File: src/rtl/cdc_hs_pkg.sv
// rtl/cdc_hs_pkg.sv - shared state type and constants for the handshake CDC receiver
//
// Contents:
//   hs_rx_state_t   receiver FSM states (ST_PRESENT used by the default build,
//                   ST_ONE/ST_TWO by the early-ack build)
//   MIN_SYNC_STAGE  shallowest request synchronizer that is accepted
package cdc_hs_pkg;

    typedef enum logic [1:0] {
        ST_IDLE    = 2'd0,
        ST_PRESENT = 2'd1,
        ST_ONE     = 2'd2,
        ST_TWO     = 2'd3
    } hs_rx_state_t;

    localparam int MIN_SYNC_STAGE = 2;

endpackage

File: src/rtl/data_sync_r.sv
// rtl/data_sync_r.sv - resettable multi-flop single-bit synchronizer
//
// Ports:
//   clk          destination clock
//   async_reset  asynchronous, active-high reset; clears every stage
//   d            asynchronous input bit
//   q            synchronized output (last stage of the chain)
// Parameters:
//   STAGES       number of flops in the chain (caller guarantees >= 2)
module data_sync_r #(
    parameter int STAGES = 3
) (
    input  logic clk,
    input  logic async_reset,
    input  logic d,
    output logic q
);

    (* ASYNC_REG = "TRUE" *) logic [STAGES-1:0] chain;

    always_ff @(posedge clk or posedge async_reset) begin
        if (async_reset) begin
            chain <= '0;
        end else begin
            chain <= {chain[STAGES-2:0], d};
        end
    end

    assign q = chain[STAGES-1];

endmodule

File: src/rtl/cdc_handshake_rx.sv
// rtl/cdc_handshake_rx.sv - destination end of a 2-phase req/ack bus-transfer CDC
//
// The source toggles s_req_toggle with s_data held stable. The toggle is
// synchronized into clk, s_data is captured on the single-cycle edge strobe,
// presented on a valid/ready stream, and s_ack_toggle is returned so the source
// may send its next word.
//
// Ports:
//   clk           destination clock
//   async_reset   asynchronous, active-high reset
//   s_req_toggle  request toggle from the source domain (asynchronous)
//   s_data        source word, stable from req toggle until the source sees ack
//   s_ack_toggle  ack toggle back to the source domain (flop output)
//   m_valid       local word valid
//   m_data        local word (registered)
//   m_ready       local consumer accept
//   busy          FSM is holding at least one word
// Parameters:
//   DATA_WIDTH    width of the transferred word
//   SYNC_STAGE    request synchronizer depth (>= MIN_SYNC_STAGE)
// Build option:
//   CDC_HS_RX_EARLY_ACK_EN  when defined, ack on capture and absorb one extra
//                           word in a skid register (ST_IDLE/ST_ONE/ST_TWO);
//                           otherwise ack on local accept (ST_IDLE/ST_PRESENT).
module cdc_handshake_rx
    import cdc_hs_pkg::*;
#(
    parameter int DATA_WIDTH = 32,
    parameter int SYNC_STAGE = 3
) (
    input  logic                  clk,
    input  logic                  async_reset,
    input  logic                  s_req_toggle,
    input  logic [DATA_WIDTH-1:0] s_data,
    output logic                  s_ack_toggle,
    output logic                  m_valid,
    output logic [DATA_WIDTH-1:0] m_data,
    input  logic                  m_ready,
    output logic                  busy
);

    if (SYNC_STAGE < MIN_SYNC_STAGE) begin : g_bad_sync_stage
        $error("cdc_handshake_rx: SYNC_STAGE must be at least 2");
    end

    hs_rx_state_t          state;
    hs_rx_state_t          state_next;
    logic                  req_sync;
    logic                  req_d;
    logic                  new_req;
    logic                  accept;
    logic                  m_valid_next;
    logic [DATA_WIDTH-1:0] m_data_next;
    logic                  ack_next;
`ifdef CDC_HS_RX_EARLY_ACK_EN
    logic [DATA_WIDTH-1:0] skid;
    logic [DATA_WIDTH-1:0] skid_next;
`endif

    data_sync_r #(
        .STAGES      (SYNC_STAGE)
    ) u_req_sync (
        .clk         (clk),
        .async_reset (async_reset),
        .d           (s_req_toggle),
        .q           (req_sync)
    );

    // One strobe per source toggle, either direction. s_data is only looked
    // at in this cycle; the protocol keeps it stable until ack returns.
    assign new_req = req_sync ^ req_d;
    assign accept  = m_valid & m_ready;
    assign busy    = (state != ST_IDLE);

    always_ff @(posedge clk or posedge async_reset) begin
        if (async_reset) begin
            state        <= ST_IDLE;
            req_d        <= 1'b0;
            s_ack_toggle <= 1'b0;
            m_valid      <= 1'b0;
            m_data       <= '0;
`ifdef CDC_HS_RX_EARLY_ACK_EN
            skid         <= '0;
`endif
        end else begin
            state        <= state_next;
            req_d        <= req_sync;
            s_ack_toggle <= ack_next;
            m_valid      <= m_valid_next;
            m_data       <= m_data_next;
`ifdef CDC_HS_RX_EARLY_ACK_EN
            skid         <= skid_next;
`endif
        end
    end

    always_comb begin
        state_next   = state;
        m_valid_next = m_valid;
        m_data_next  = m_data;
        ack_next     = s_ack_toggle;
`ifdef CDC_HS_RX_EARLY_ACK_EN
        skid_next    = skid;
        case (state)
            ST_IDLE: begin
                if (new_req) begin
                    m_data_next  = s_data;
                    m_valid_next = 1'b1;
                    ack_next     = ~s_ack_toggle;
                    state_next   = ST_ONE;
                end
            end
            ST_ONE: begin
                // The word in m_data is already acked, so the source may have
                // launched the next one while the consumer is stalled.
                if (new_req && accept) begin
                    m_data_next = s_data;
                    ack_next    = ~s_ack_toggle;
                end else if (new_req) begin
                    // Park it; ack is withheld so no third word can arrive.
                    skid_next  = s_data;
                    state_next = ST_TWO;
                end else if (accept) begin
                    m_valid_next = 1'b0;
                    state_next   = ST_IDLE;
                end
            end
            ST_TWO: begin
                if (accept) begin
                    m_data_next = skid;
                    ack_next    = ~s_ack_toggle;
                    state_next  = ST_ONE;
                end
            end
            default: begin
                m_valid_next = 1'b0;
                state_next   = ST_IDLE;
            end
        endcase
`else
        case (state)
            ST_IDLE: begin
                if (new_req) begin
                    m_data_next  = s_data;
                    m_valid_next = 1'b1;
                    state_next   = ST_PRESENT;
                end
            end
            ST_PRESENT: begin
                // Ack only once the consumer has taken the word: exactly one
                // word is ever in flight.
                if (accept) begin
                    m_valid_next = 1'b0;
                    ack_next     = ~s_ack_toggle;
                    state_next   = ST_IDLE;
                end
            end
            default: begin
                m_valid_next = 1'b0;
                state_next   = ST_IDLE;
            end
        endcase
`endif
    end

endmodule

File: config.mk
export PLATFORM = sky130hd
export DESIGN_NAME = cdc_handshake_rx
export DESIGN_NICKNAME = d
export VERILOG_FILES = /design/src/rtl/cdc_hs_pkg.sv /design/src/rtl/data_sync_r.sv /design/src/rtl/cdc_handshake_rx.sv
export SDC_FILE = /design/constraint.sdc
export NUM_CORES = 1
export LEC_CHECK = 0
export CAP_MARGIN = 40
export CORE_ASPECT_RATIO = 0.5
export CORE_MARGIN = 5
export CORE_UTILIZATION = 37
export DETAILED_ROUTE_END_ITERATION = 10
export DONT_BUFFER_PORTS = 1
export PLACE_DENSITY_LB_ADDON = 0.08
export SLEW_MARGIN = 20
export SYNTH_ARGS = -nofsm -noshare
export SYNTH_HDL_FRONTEND = slang
export SYNTH_HIERARCHICAL = 1
export SYNTH_SLANG_ARGS = --single-unit
File: constraint.sdc
create_clock -name clk -period 1.4 [get_ports clk]
set_input_delay 0.07 -clock clk [delete_from_list [all_inputs] [get_ports clk]]
set_output_delay 0.07 -clock clk [all_outputs]
set_load 0.01 [all_outputs]
# Word-level counts from Yosys, hierarchy flattened
# Cells that the tools add are included.
# W data, S select, Z words.
totals:
  register_bits: 40
  output_inout_bits: 35
op_classes:
  eq_ne: 3
  mux: 6
  bitwise: 3
  n_reduce_logical: 5
ops:
  columns: ["operator", "count"]
  rows:
  - ["$reduce_and A2 Y1", 3]
  - ["$mux W2", 2]
  - ["$ne A2 B2 Y1 const B", 2]
  - ["$pmux W2 S2", 1]
  - ["$eq A2 B1 Y1 const B", 1]
  - ["$logic_not A2 Y1", 1]
  - ["$mux W1", 2]
  - ["$pmux W1 S2", 1]
  - ["$reduce_bool A2 Y1", 1]
  - ["$and A1 B1 Y1", 1]
  - ["$not A1 Y1", 1]
  - ["$xor A1 B1 Y1", 1]

# Logic depth before layout (Yosys ltp)
# Gate-level depths: netlist of run 1.
depth:
  depth_word: 3
  depth_mapped: 4
  mapped_depth_nobuf: 3

# By module
# The synthesis of run 1 kept the hierarchy.
modules_own_cells:
  columns: ["module", "instances", "cells_each", "area_each_um2"]
  rows:
  - ["cdc_handshake_rx", 1, 77, 1346.3]
  - ["data_sync_r", 1, 4, 78.8]

# Worst setup path before layout of run 1
# OpenSTA, ideal clock, no wires.
synth_path:
  path_type: "register to register"
  start: "register u_req_sync.chain[2]"
  end: "register m_data[0]"
  setup_ns: 0.125
  t_arrival_ns: 1.176
  t_required_ns: 1.275
  path_slack_ns: 0.100
  stages_incl_launch_ff: 5
  path_buffers: 1
  period_less_slack_ns: 1.300
  path_cell_list: "dfrtp_1 xnor2_2 nor2_4 buf_6 mux2_2"
synth_via:
  elab_chain_cells: 2
synth_lines:
  columns: ["item", "line", "rtl"]
  rows:
  - ["start, declared", "data_sync_r.sv:19", "(* ASYNC_REG = \"TRUE\" *) logic [STAGES-1:0] chain;"]
  - ["start signal, assigned", "data_sync_r.sv:25", "chain <= {chain[STAGES-2:0], d};"]
  - ["$xor A1 B1 Y1", "cdc_handshake_rx.sv:71", "assign new_req = req_sync ^ req_d;"]
  - ["$reduce_and A2 Y1 (no source line)", null, null]
  - ["end signal, assigned", "cdc_handshake_rx.sv:90", "m_data <= m_data_next;"]
  - ["end, declared", "cdc_handshake_rx.sv:37", "output logic [DATA_WIDTH-1:0] m_data,"]
# No other way between the ends.
# A chain may end at the register's enable or synchronous reset.

# Final worst setup path of run 1
layout_path:
  start: "register u_req_sync.chain[2]"
  end: "register m_data[30]"
# The elaborated chain is that of the path after synthesis.

==> results by group, run 1 <==
Pwr
  – Net Sw Frac: 0.287
  – Comb power frac: 0.180
  – Switch Pwr: roughly 0.84 mW
  – Total power: approximately 2.9 mW
  – Maximum vdd ir drop: 620 uV
  – Cell leakage power: about 0.8 nW
  – Int Pwr: 2.10 mW
  – Clock Power Share: 0.226
  – Flop pwr share: 0.593
  – Power per Cell Area: roughly 1500 nW/um^2

Critical path
  – Worst r2r path cells: 4
  – Crit path DAT: 1.53 ns
  – WP data required: around 1.6 ns
  – Critical Path Fanout Max: 24
  – CP Depth: 4
  – Critical-path cell list: xnor2_2 > nor2_4 > buf_12 > mux2_2
  – Endpoint type of the worst setup path: flip-flop
  – Crit path max-delay family: flip-flops
  – Slowest stage delay, CP: ~0.41 ns
  – CP Class: flip-flop to flip-flop
  – CP Launch Type: flip-flop
  – WP buf/inv: 1
  – Slowest cell on crit path: dfrtp_1

Clocking
  – Clk buf depth: 2
  – TritonCTS clock tree: yes
  – Post-CTS setup repair buffer count: 0
  – Worst skew pair latency: 0.27 ns
  – Clock sinks: 38
  – H-tree depth: 2
  – CTS Root Cell: clkbuf_8
  – CTS clk-pin slew, worst paths: roughly 0.06 ns
  – CTS Buf Count: 5

Synthesis
  – Syn avg cell area: approximately 18 um^2
  – Mapped Cells: 81
  – Proportion of netlist area held by the largest area contributor: 0.667
  – Netlist cell types: 11
  – Syn nets: between 100 and 150
  – Register area share after synthesis: 0.667
  – Post-synthesis register bit count: 38
  – Synthesized cell area: about 1400 um^2
  – Yosys warns: 6
  – Synth area leaders: dfrtp_1, mux2_2, mux2_4
  – Area leader, netlist: dfrtp_1

Floorplan
  – Die height: approximately 54 um
  – Site row count: 15
  – Die Area: approximately 5300 um^2
  – Starting Density: 0.400
  – Core footprint: between 3000 and 4000 um^2
  – Die Wd: around 98 um
  – Ports: 71

Place
  – Port Buf Inserts: 0
  – Placed insts: 133
  – Post-DP HPWL: between 1500 and 2000 um
  – Routability-driven placement congestion ratio: roughly 0.60

Drt
  – Via count: slightly below 800
  – DR vias/cell: 4.53
  – Iteration-0 DRC Markers: 7
  – DRT antenna net count: 0
  – Final wirelength: approximately 2800 um
  – Routed WL per cell: roughly 16 um
  – DRT Pass-1 Iters: 2
  – # DRC: 0

STA
  – Clk_skew: ~0.0018 ns
  – Hold Vio Cnt, Final: 0
  – # setup viols final: 0
  – RSZ-0062 raised after global routing: yes
  – Final cycle utilization of the critical path: 0.977
  – Worst-Margin Slew: 0.231 ns
  – Max-slew violations: 0
  – Minimum clock period: between 1 and 1.5 ns
  – Rel. slew slack: 0.846
  – Highest clock rate: ~730 MHz

Global route
  – Vias in the first global route: between 900 and 1,000
  – First-pass GRT wire length: approximately 4500 um
  – Overflow left after global routing: 0
  – Pin count of the biggest net entering global routing: 25
  – GRT Overall Usage: 0.115
  – Antenna violations before repair: 0

Cells and area
  – Most common cell after layout, fill and taps aside: dfrtp_1
  – Final Non-Filler Cells: roughly 180
  – Area added between synthesis and finish: 35.0%
  – Layout cells sized above 1: 0.355
  – Fillers: ~280
  – Nets: 160
  – Leading cell types in the layout, fill and taps excluded: dfrtp_1, dlygate4sd3_1, mux2_2
  – # diodes: 0

Run
  – Maxcap violations: 0

Hold path
  – Worst hold path type: input port to async pin

Status
  – Status: completed
==> final cells by class <==
cell class	count	area [um^2]	share of cell area
sequential	38	951	0.494
clock buffer	7	76.3	0.0397
tap	51	63.8	0.0332
timing repair buffer	40	400	0.208
inverter	2	7.51	0.00390
multi-input combinational	37	425	0.221
==> cell usage after synthesis (all sizes together) <==
library cell  count
buf               4
dfrtp            38
inv               2
mux2             32
mux2i             1
nand2             1
nor2              1
xnor2             2
==> path summary, 6_finish.rpt <==
check / startpoint / endpoint / slack, ns
max in group asynchronous: async_reset / m_data[24] / 0.91
worst max-delay path: u_req_sync/chain[2] / m_data[30] / 0.03
worst max register to register: u_req_sync/chain[2] / m_data[30] / 0.03
min in group clk: u_req_sync/chain[1] / u_req_sync/chain[2] / 0.35
worst min-delay path: async_reset / u_req_sync/chain[0] / 0.12
worst min register to register: u_req_sync/chain[1] / u_req_sync/chain[2] / 0.35
==> routing by layer <==
| layer | up-vias | part of all wire | GRT usage |
|---|---|---|---|
| met5 | - | 0 | 0 |
| met4 | 0 | 0.0067 | 0.0368 |
| met3 | 2 | 0.11 | 0.0673 |
| met2 | 45 | 0.52 | 0.212 |
| met1 | 386 | 0.37 | 0.113 |
| li1 | 360 | - | - |
==> sequential cells by signal (all words and copies together), names as in the netlist <==
name	cells
m_valid	1
s_ack_toggle	1
m_data	32
req_d	1
u_req_sync/chain	3
==> power by group through the flow <==
stage          sequential [mW]  clock [mW]  combinational (mW)
6_report                  1.74       0.665               0.530
5_1_grt                   1.79       0.743               0.581
4_1_cts                   1.76       0.702               0.541
3_5_place_dp              1.77           0               0.463
3_3_place_gp              1.77           0               0.429
2_1_floorplan             1.70           0               0.397
==> per-stage QoR <==
stage	setup WS (ns)	utilization	setup TNS, ns	instance area, um^2	hold slack (ns)
after floorplan	0.0995	-	0	1430	-0.176
after global placement	0.0901	0.420	0	1500	-0.164
after detailed placement	0.0317	0.420	0	1500	-0.162
after CTS	0.0216	0.540	0	1920	0.116
after global routing	-0.0232	0.540	-0.240	1920	0.136
final	0.0328	0.540	0	1920	0.119
==> timing repair <==
action                     4_1_cts  5_1_grt
setup endpoints to repair        0       19
hold buffers                    35        0
hold endpoints to repair        73        0
gates resized for setup          0        0
==> cell families (layout without fill, tap and decap cells) <==
| kind of cell | count (synthesis) | in the layout | share of synthesized area |
|---|---|---|---|
| xor gates and xnor gates | 2 | 2 | 0.0176 |
| buffers and inverters | 6 | 49 | 0.0342 |
| DFF | 38 | 38 | 0.667 |
| muxes | 33 | 33 | 0.270 |
| and+or+nand+nor | 2 | 2 | 0.0105 |
==> worst reg2reg max path: stages, from the launching register on <==
cell	delay [ns]
dfrtp_1	0.41
xnor2_2	0.17
nor2_4	0.12
buf_12	0.19
mux2_2	0.36
No activity file was read; power rests on OpenSTA's default activity.
==> run 2: changes to the inputs <==
- CORE_ASPECT_RATIO: 0.5 -> unset
- SKIP_CTS_REPAIR_TIMING: unset -> 1
- clock period: 1.4 -> 1.5 ns (I/O delays scaled with it)
==> results by group, run 2 (same netlist as run 1, synthesis figures left out) <==
Status
  – Status: completed

STA
  – Final cycle utilization of the critical path: 0.922 (-0.0545)
  – Setup ws final: 0.117 ns (+0.0841 ns)
  – Hold Vio Cnt, Final: 0 (unchanged)
  – Fin Hold WS: 0.114 ns (-0.00457 ns)
  – Rel. slew slack: 0.708 (-0.138)
  – Worst-Margin Slew: 0.438 ns (+0.207 ns)
  – Setup TNS: 0 ns (unchanged)
  – Max-slew violations: 0 (unchanged)
  – # setup viols final: 0 (unchanged)
  – Minimum clock period: 1.38 ns (+0.0159 ns)
  – Clk_skew: 0.00349 ns (+0.00167 ns)
  – Highest clock rate: 723 MHz (-1.2%)
  – RSZ-0062 raised after global routing: no

Cells and area
  – Most flops, register: m_data
  – Biggest regs: m_data: 32 flops, u_req_sync/chain: 3 flops
  – Fillers: 305 (+8.5%)
  – Nets: 159 (-0.63%)
  – Most common cell after layout, fill and taps aside: dfrtp_1
  – Area added between synthesis and finish: 36.2%
  – Leading cell types in the layout, fill and taps excluded: dfrtp_1, dlygate4sd3_1, mux2_2
  – Finished Core Util: 0.526 (-0.0135)
  – Final instance area: 1940 um^2 (+0.84%)
  – Max reg flops: 32 (unchanged)
  – Layout cells sized above 1: 0.363 (+0.00806)
  – # diodes: 0 (unchanged)
  – Final Non-Filler Cells: 172 (-1.7%)

Clocking
  – Clk buf depth: 2 (unchanged)
  – CTS Root Cell: clkbuf_8
  – TritonCTS clock tree: yes
  – Clock sinks: 38 (unchanged)
  – H-tree depth: 2 (unchanged)
  – CTS clk-pin slew, worst paths: 0.07 ns (about the same)
  – CTS Buf Count: 5 (unchanged)
  – Worst skew pair latency: 0.28 ns (about the same)

Critical path
  – CP Launch Type: flip-flop
  – Critical Path Fanout Max: 18 (-25%)
  – WP data required: 1.66 ns (+0.10 ns)
  – Endpoint type of the worst setup path: flip-flop
  – CP Class: flip-flop to flip-flop
  – Crit path DAT: 1.55 ns (+0.02 ns)

Global route
  – First-pass GRT wire length: 3950 um (-12%)
  – Overflow left after global routing: 0 (unchanged)
  – Antenna violations before repair: 0 (unchanged)
  – GRT Overall Usage: 0.104 (-0.0114)
  – Pin count of the biggest net entering global routing: 36 (+44%)
  – Vias in the first global route: 765 (-17%)

Drt
  – Via count: 793 (unchanged)
  – # DRC: 0 (unchanged)
  – DR vias/cell: 4.61 (+1.7%)
  – Final wirelength: 2800 um (-0.78%)
  – DRT Pass-1 Iters: 2 (unchanged)
  – DRT antenna net count: 0 (unchanged)
  – Iteration-0 DRC Markers: 38 (+31)
  – Routed WL per cell: 16.3 um (+0.95%)

Pwr
  – Maximum vdd ir drop: 785 uV (+27%)
  – Clock Power Share: 0.245 (+0.019)
  – Net Sw Frac: 0.286 (-0.000541)
  – Comb power frac: 0.178 (-0.002)
  – Int Pwr: 2.01 mW (-3.9%)
  – Power per Cell Area: 1450 nW/um^2 (-4.8%)
  – Switch Pwr: 0.807 mW (-4.2%)
  – Cell leakage power: 0.833 nW (+1.1%)
  – Total power: 2.82 mW (-4.0%)
  – Flop pwr share: 0.577 (-0.016)

Floorplan
  – Die Wd: 72.1 um (-26%)
  – Die height: 72.1 um (+34%)
  – Die Area: 5190 um^2 (-1.4%)
  – Core footprint: 3690 um^2 (+3.4%)
  – Ports: 71 (unchanged)
  – Starting Density: 0.386 (-0.0133)
  – Site row count: 22 (+7)

Place
  – Pre-CTS setup slack: 0.122 ns (+0.0907 ns)
  – Port Buf Inserts: 0 (unchanged)
  – DP Area: 1500 um^2 (about the same)
  – Placed insts: 129 (-3.0%)
  – Routability-driven placement congestion ratio: 0.646 (+7.8%)

Run
  – Maxcap violations: 0 (unchanged)

Hold path
  – Worst hold path type: input port to async pin
[run 2: cell count changes in the layout (fill, tap and decap cells not counted), sizes merged]
cell | before | now
clkinv | 0 | 1
buf | 5 | 4
[run 2: power by group through the flow]
stage	combinational, mW	sequential, mW	clock (mW)
after detailed placement	0.436	1.65	0
after CTS	0.436	1.63	0.730
after global routing	0.550	1.67	0.797
final	0.503	1.63	0.691
after floorplan	0.371	1.59	0
after global placement	0.414	1.65	0
[run 2: layout make-up]
type,count,area [um^2],share of cell area
Timing Repair Buffer,39,405,0.209
Inverter,2,7.51,0.00387
Clock inverter,1,5.00,0.00258
Sequential cell,38,951,0.490
Tap cell,48,60.1,0.0309
Multi-Input combinational cell,37,425,0.219
Clock buffer,7,86.3,0.0445
[run 2: path summary, 6_finish.rpt]
kind / startpoint / to / slack, ns / depth (start not counted)
min in group clk: s_req_toggle / u_req_sync/chain[0] / 0.35 / 1
hold / removal: async_reset / u_req_sync/chain[2] / 0.11 / 2
hold reg to reg: u_req_sync/chain[0] / u_req_sync/chain[1] / 0.35 / 0
setup / recovery: u_req_sync/chain[2] / m_data[30] / 0.12 / 4
max in group asynchronous: async_reset / m_data[31] / 0.84 / 3
setup reg to reg: u_req_sync/chain[2] / m_data[30] / 0.12 / 4
[run 2: per-layer routing]
metal  track usage  routed length, um  vias to the layer above  part of all wire
met5             0                  0                        -                 0
met4        0.0501                 25                        0            0.0089
met3        0.0651                373                        2              0.13
met2         0.154               1400                       47              0.50
met1         0.117                998                      387              0.36
li1              -                  -                      357                 -
[run 2: worst max-delay path: stages (launching register included)]
cell,delay (ns)
dfrtp_1,0.40
xnor2_2,0.16
nor2_4,0.16
buf_12,0.18
mux2_2,0.35
